**config.mk**
```make
export PLATFORM = sky130hd
export DESIGN_NAME = register_shift_universal
export DESIGN_NICKNAME = d
export VERILOG_FILES = /design/src/rtl/register_shift_universal.sv
export SDC_FILE = /design/constraint.sdc
export NUM_CORES = 1
export LEC_CHECK = 0
export BUFFER_PORTS_ARGS = -buffer_cell sky130_fd_sc_hd__buf_2
export CAP_MARGIN = 20
export CORE_UTILIZATION = 49
export DETAILED_ROUTE_END_ITERATION = 10
export PLACE_DENSITY = 0.77
export RECOVER_POWER = 50
export SETUP_SLACK_MARGIN = 0.1
export SYNTH_ARGS = -nofsm -noshare
export SYNTH_HDL_FRONTEND = slang
export SYNTH_SLANG_ARGS = --single-unit
```
**constraint.sdc**
```tcl
create_clock -name clockpulse -period 1.7 [get_ports clockpulse]
set_clock_uncertainty 0.2 [all_clocks]
set_input_delay 0.255 -clock clockpulse [delete_from_list [all_inputs] [get_ports clockpulse]]
set_output_delay 0.255 -clock clockpulse [all_outputs]
set_load 0.02 [all_outputs]
```
**src/rtl/register_shift_universal.sv**
```systemverilog
// WIDTH-bit universal register: per-cycle hold/shift/rotate/load/clear/preset,
// plus an autonomous burst engine that runs a programmed number of shift/rotate steps.
module register_shift_universal #(
    parameter int WIDTH = 4,
    parameter int CNT_W = 3
) (
    input  logic             clockpulse,
    input  logic             clear,
    input  logic [2:0]       mode,
    input  logic [WIDTH-1:0] data,
    input  logic             serial_l,
    input  logic             serial_r,
    input  logic             start,
    input  logic             burst_dir,
    input  logic             burst_rot,
    input  logic [CNT_W-1:0] burst_cnt,
    output logic [WIDTH-1:0] out,
    output logic [WIDTH-1:0] notout,
    output logic             busy,
    output logic             done
);

    typedef enum logic [1:0] {
        ST_IDLE = 2'b00,
        ST_RUN  = 2'b01,
        ST_DONE = 2'b10
    } state_e;

    localparam logic [CNT_W-1:0] CNT_ZERO = {CNT_W{1'b0}};
    localparam logic [CNT_W-1:0] CNT_ONE  = {{(CNT_W-1){1'b0}}, 1'b1};

    // One shift/rotate step; left=1 moves toward the MSB, rot=1 recirculates the end bit.
    function automatic logic [WIDTH-1:0] shift_step(
        input logic [WIDTH-1:0] v,
        input logic             left,
        input logic             rot,
        input logic             sl,
        input logic             sr
    );
        logic [WIDTH-1:0] r;
        if (left) begin
            if (rot) r = {v[WIDTH-2:0], v[WIDTH-1]};
            else     r = {v[WIDTH-2:0], sl};
        end else begin
            if (rot) r = {v[0], v[WIDTH-1:1]};
            else     r = {sr, v[WIDTH-1:1]};
        end
        return r;
    endfunction

    state_e           state_q, state_d;
    logic [WIDTH-1:0] reg_q, reg_d;
    logic [CNT_W-1:0] cnt_q, cnt_d;
    logic             dir_q, dir_d;
    logic             rot_q, rot_d;
    logic             busy_q, busy_d;
    logic             done_q, done_d;

    // Next-state logic for the burst sequencer and the storage register.
    always_comb begin
        state_d = state_q;
        reg_d   = reg_q;
        cnt_d   = cnt_q;
        dir_d   = dir_q;
        rot_d   = rot_q;
        busy_d  = 1'b0;
        done_d  = 1'b0;
        case (state_q)
            ST_IDLE: begin
                if (start) begin
                    // Start cycle never moves the register, even with a zero count.
                    if (burst_cnt != CNT_ZERO) begin
                        state_d = ST_RUN;
                        cnt_d   = burst_cnt;
                        dir_d   = burst_dir;
                        rot_d   = burst_rot;
                        busy_d  = 1'b1;
                    end else begin
                        state_d = ST_DONE;
                        done_d  = 1'b1;
                    end
                end else begin
                    case (mode)
                        3'b000:  reg_d = reg_q;
                        3'b001:  reg_d = shift_step(reg_q, 1'b0, 1'b0, serial_l, serial_r);
                        3'b010:  reg_d = shift_step(reg_q, 1'b1, 1'b0, serial_l, serial_r);
                        3'b011:  reg_d = data;
                        3'b100:  reg_d = shift_step(reg_q, 1'b0, 1'b1, serial_l, serial_r);
                        3'b101:  reg_d = shift_step(reg_q, 1'b1, 1'b1, serial_l, serial_r);
                        3'b110:  reg_d = {WIDTH{1'b0}};
                        3'b111:  reg_d = {WIDTH{1'b1}};
                        default: reg_d = reg_q;
                    endcase
                end
            end
            ST_RUN: begin
                reg_d = shift_step(reg_q, dir_q, rot_q, serial_l, serial_r);
                cnt_d = cnt_q - CNT_ONE;
                if (cnt_q == CNT_ONE) begin
                    state_d = ST_DONE;
                    done_d  = 1'b1;
                end else begin
                    busy_d  = 1'b1;
                end
            end
            ST_DONE: begin
                state_d = ST_IDLE;
            end
            default: begin
                state_d = ST_IDLE;
                cnt_d   = CNT_ZERO;
            end
        endcase
    end

    // State and output registers with asynchronous active-low clear.
    always_ff @(posedge clockpulse or negedge clear) begin
        if (!clear) begin
            state_q <= ST_IDLE;
            reg_q   <= {WIDTH{1'b0}};
            cnt_q   <= CNT_ZERO;
            dir_q   <= 1'b0;
            rot_q   <= 1'b0;
            busy_q  <= 1'b0;
            done_q  <= 1'b0;
        end else begin
            state_q <= state_d;
            reg_q   <= reg_d;
            cnt_q   <= cnt_d;
            dir_q   <= dir_d;
            rot_q   <= rot_d;
            busy_q  <= busy_d;
            done_q  <= done_d;
        end
    end

    assign out    = reg_q;
    assign notout = ~reg_q;
    assign busy   = busy_q;
    assign done   = done_q;

endmodule

```
Word-level counts from Yosys, hierarchy flattened
Index checks and enable logic that the tools add are counted.
{ "op_classes": {"add_sub_neg": 1, "eq_ne": 15, "n_mux": 21, "bitwise": 2, "reduce_logical": 8} }
{ "ops": {"columns": ["cell", "count"], "rows": [
  ["4-bit case mux with 7 select lines", 1],
  ["3-bit == test (second input constant)", 4],
  ["4-bit two-way mux", 3],
  ["2-bit != test (second input constant)", 5],
  ["3-bit case mux with 3 select lines", 1],
  ["3-bit AND reduction", 3],
  ["4-bit case mux with 2 select lines", 1],
  ["1-bit two-way mux", 7],
  ["3-bit by 1-bit == test with 1-bit output (second input constant)", 2],
  ["3-bit by 2-bit == test with 1-bit output (second input constant)", 2],
  ["2-bit two-way mux", 3],
  ["3-bit two-way mux", 2],
  ["4-bit NOT", 1],
  ["1-bit case mux with 2 select lines", 2],
  ["2-bit case mux with 2 select lines", 1],
  ["3-bit logical NOT", 1],
  ["3-bit nonzero test", 1],
  ["3-bit by 1-bit subtractor with 3-bit output (second input constant)", 1],
  ["2-bit by 1-bit == test with 1-bit output (second input constant)", 1],
  ["2-bit == test (second input constant)", 1],
  ["2-bit logical NOT", 1],
  ["2-bit AND reduction", 1],
  ["2-bit nonzero test", 1],
  ["1-bit NOT", 1]
]} }
{ "word_totals": {"regBits": 13, "in_bits": 17, "out_inout_bits": 10} }

Depth between registers and ports, before layout
{ "depth": {"ltp_word": 4, "depth_mapped": 6} }

Least setup slack after synthesis
No wires, ideal clock.
{ "synth_timing": {"path_type": "register to register", "from": "reg state_q[0]", "to": "reg reg_q[0] (netlist: out[0])", "t_arrival_ns": 1.248, "required_ns": 1.374, "slack_ns": 0.126, "stages_incl_launch_ff": 5, "n_path_buf": 1, "period_less_slack_ns": 1.574, "path_cell_list": "dfrtp_1 > buf_2 > inv_1 > a311o_4 > a221o_1"} }
{ "synth_via": {"elab_chain_cells": 3, "word_cells_on_any_way": 7, "cone_classes": "eq/ne: 3; mux: 1; reduce/logical: 3"} }
{ "synth_rtl": {"columns": ["element", "line_no", "rtl"], "rows": [
  ["start, declared", "51", "state_e state_q, state_d;"],
  ["start signal, assigned", "127", "state_q <= state_d;"],
  ["2-bit logical NOT or 2-bit by 1-bit == test with 1-bit output (tied branches)", "68", "case (state_q)"],
  ["2-bit != test (no source line) or 2-bit nonzero test (tied branches)", null, null],
  ["3-bit AND reduction (no source line)", null, null],
  ["end signal, assigned", "120", "reg_q <= {WIDTH{1'b0}};"],
  ["end signal, assigned", "128", "reg_q <= reg_d;"],
  ["end, declared", "52", "logic [WIDTH-1:0] reg_q, reg_d;"]
]} }
Several ways; a longest one is shown, not always the timed one.
A chain may end at the register's enable or synchronous reset.

Worst setup path in the final report
Same ends and word-level chain as after synthesis.

==> flow_summary.ini <==
[route]
vias_per_cell = 5.76
vias = 893
antenna_left = 0
first_pass_iters = 4
wl_per_cell_um = 13.3
drt_iter0_drc = 17
wl_mm = 2.06
drc_errors = 0

[pwr]
total_power_mw = 2.12
power.density_nw_per_um2 = 1840
total_leakage_power_nw = 0.564
ir_worst_vdd_mv = 1.16

[place]
portBuffers = 26
dp_hpwl_mm = 1.59
dp_cells = 144
place_congestion = 0.857
dpl-instance-area_um2 = 1040
pre_cts_ws_ns = 0.0459

[finish]
final_cell_mix = 23 x buf_2, 12 x dfrtp_1, 9 x nor2_1, 7 x o21ai_0, 7 x buf_4
area_delta_synth_final_pct = 32.0
final_cells = 155
layout_commonest_cell = buf_2
drive_above_1_share_pct = 33.1
nets = 159
n_antenna_cell = 0
final_util_pct = 73.0
final_cell_area_um2 = 1150

[timing]
hold_slack_ns = 0.0941
finalSetupTns_ns = 0
hold_violations = 0
setup_ws_ns = 0.131
fin_crit_ns = 1.57
min_period_over_period_pct = 92.3
max_slew_margin_pct = 53.8
setup_viol = 0
slew_violations = 0
fmax_mhz = 637
rsz0062_at_grt = true
worstMarginPinSlew_ns = 0.693

[global_route]
grt_start_max_net_pins = 14
grt_pass1_wl_mm = 3.31
grt_pass1_vias = 808
antenna_found_initial = 0
track_usage_pct = 23.2
grt-ovfl-total = 0

[logic_synthesis]
synth_edf_count = 0
ys.flop_type = dfrtp_1
ys_ff_latch = 13
syn_nets = 120
avgSynthCellArea_um2 = 8.63
ys_types = 35
syn-cell-area_um2 = 872
yosysWarnings = 0
synthCells = 101
ys_seq_area_share_pct = 37.3
async_flop_share_pct = 100

[floorplan]
die-width_um = 44.2
dieArea_um2 = 1950
core_um2 = 1580
die_h_um = 44.2
io_pins = 27
start_util_pct = 55.3
rows = 14

[clock_network]
cts_buffer_depth = 2
clkLatencyLatePin_ns = 0.28
cts_buffers = 3
cts_tree = yes
clock-sinks = 13
root_buffer = clkbuf_4
path_clk_slew_ns = 0.08
htreeDepth = 1

[setup_path]
cpPeakStageDelay_ns = 0.39
crit_chain = buf_6 > inv_4 > a311o_4 > a221o_1
cp_max_fo = 5
cp_data_arrival_time_ns = 1.53
crit_cells = 4
crit_slowest_cell = a311o_4
critPathTopFamily = compound AO/OA/AOI/OAI gates
critical_path_class = register to register
r2r_cells = 4
critPathRequiredTime_ns = 1.66
worst_setup_path_end_kind = register
worst-path-buf-inv = 2
startpoint_type = register

[min_path]
worstHoldPathCells = 3
holdCritPathClass = primary input to register

[flow_run]
drv_cap = 0

[run_status]
status = complete, no violations
worst paths after layout:
check	startpoint	end	slack [ns]
worst min register to register	cnt_q[1]	cnt_q[1]	0.34
worst max register to register	state_q[0]	out[0]	0.13
worst max-delay path	state_q[0]	out[0]	0.13
max in group asynchronous	clear	state_q[1]	0.49
worst min-delay path	burst_cnt[0]	cnt_q[0]	0.09
min in group asynchronous	clear	cnt_q[0]	0.33
repair_timing:
item,4_1_cts,5_1_grt
gates resized for setup,2,8
setup endpoints to repair,1,6
setup buffers,3,1
hold buffers,3,0
hold endpoints to repair,15,0
pin swaps,1,3
where the power goes:
part           leakage, nW  total, mW  switching [mW]  internal, mW
Clock               0.0150      0.192           0.101        0.0912
Combinational        0.394       1.27           0.671         0.599
Sequential           0.155      0.659           0.187         0.472
Total                0.564       2.12           0.959          1.16
cells in the mapped netlist (all sizes together) (2+ instances only):
cell    number  area share, %
a31oi        4            2.9
a22o         2            2.0
or3          2            1.4
nor3b        3            3.2
a21oi        6            3.4
ha           2            2.9
nor3         4            2.3
o21ai        7            4.0
inv          8            3.4
o31ai        2            1.7
buf          4            2.2
mux2         2            2.6
nand3        3            1.7
mux2i        4            4.6
nor2        10            4.3
o211ai       2            1.7
a211oi       2            1.7
nand2b       2            1.4
nor2b        2            1.4
nand2        5            2.2
and3         2            1.4
dfrtp       13             37
worst min-delay path, delay by kind of cell:
kind            cells  cell delay [ns]
simple gates        1             0.10
buf+inv             1             0.12
compound gates      1             0.06
state kept, by name (all words and copies together) (netlist names):
signal	count
done	1
rot_q	1
cnt_q	3
busy	1
state_q	2
dir_q	1
out	4
cell families (layout without fill, tap and decap cells):
| family | after synthesis | in the layout | share of synthesized area (%) |
|---|---|---|---|
| and+or+nand+nor | 36 | 36 | 22.0 |
| AOI/OAI and AO/OA | 30 | 30 | 23.7 |
| DFF | 13 | 13 | 37.3 |
| buffers and inverters | 13 | 51 | 6.02 |
| muxes | 6 | 6 | 7.17 |
| adders and majority gates | 2 | 2 | 2.87 |
| xor gates and xnor gates | 1 | 1 | 1.00 |
cell type report:
class                           count  area [µm²]
Tap cell                           16        20.0
Fill cell                         139         425
Sequential cell                    13         327
Multi-Input combinational cell     75         510
Timing Repair Buffer               39         235
Clock buffer                        4        26.3
Inverter                            8        32.5
routing by layer:
layer / routed length, µm / part of all wire, % / global-route usage (%)
met5: 0 / 0 / 0
met4: 36 / 1.7 / 10.9
met3: 132 / 6.4 / 4.90
met2: 967 / 47 / 40.9
met1: 925 / 45 / 26.5
(Power assumes the default switching activity.)
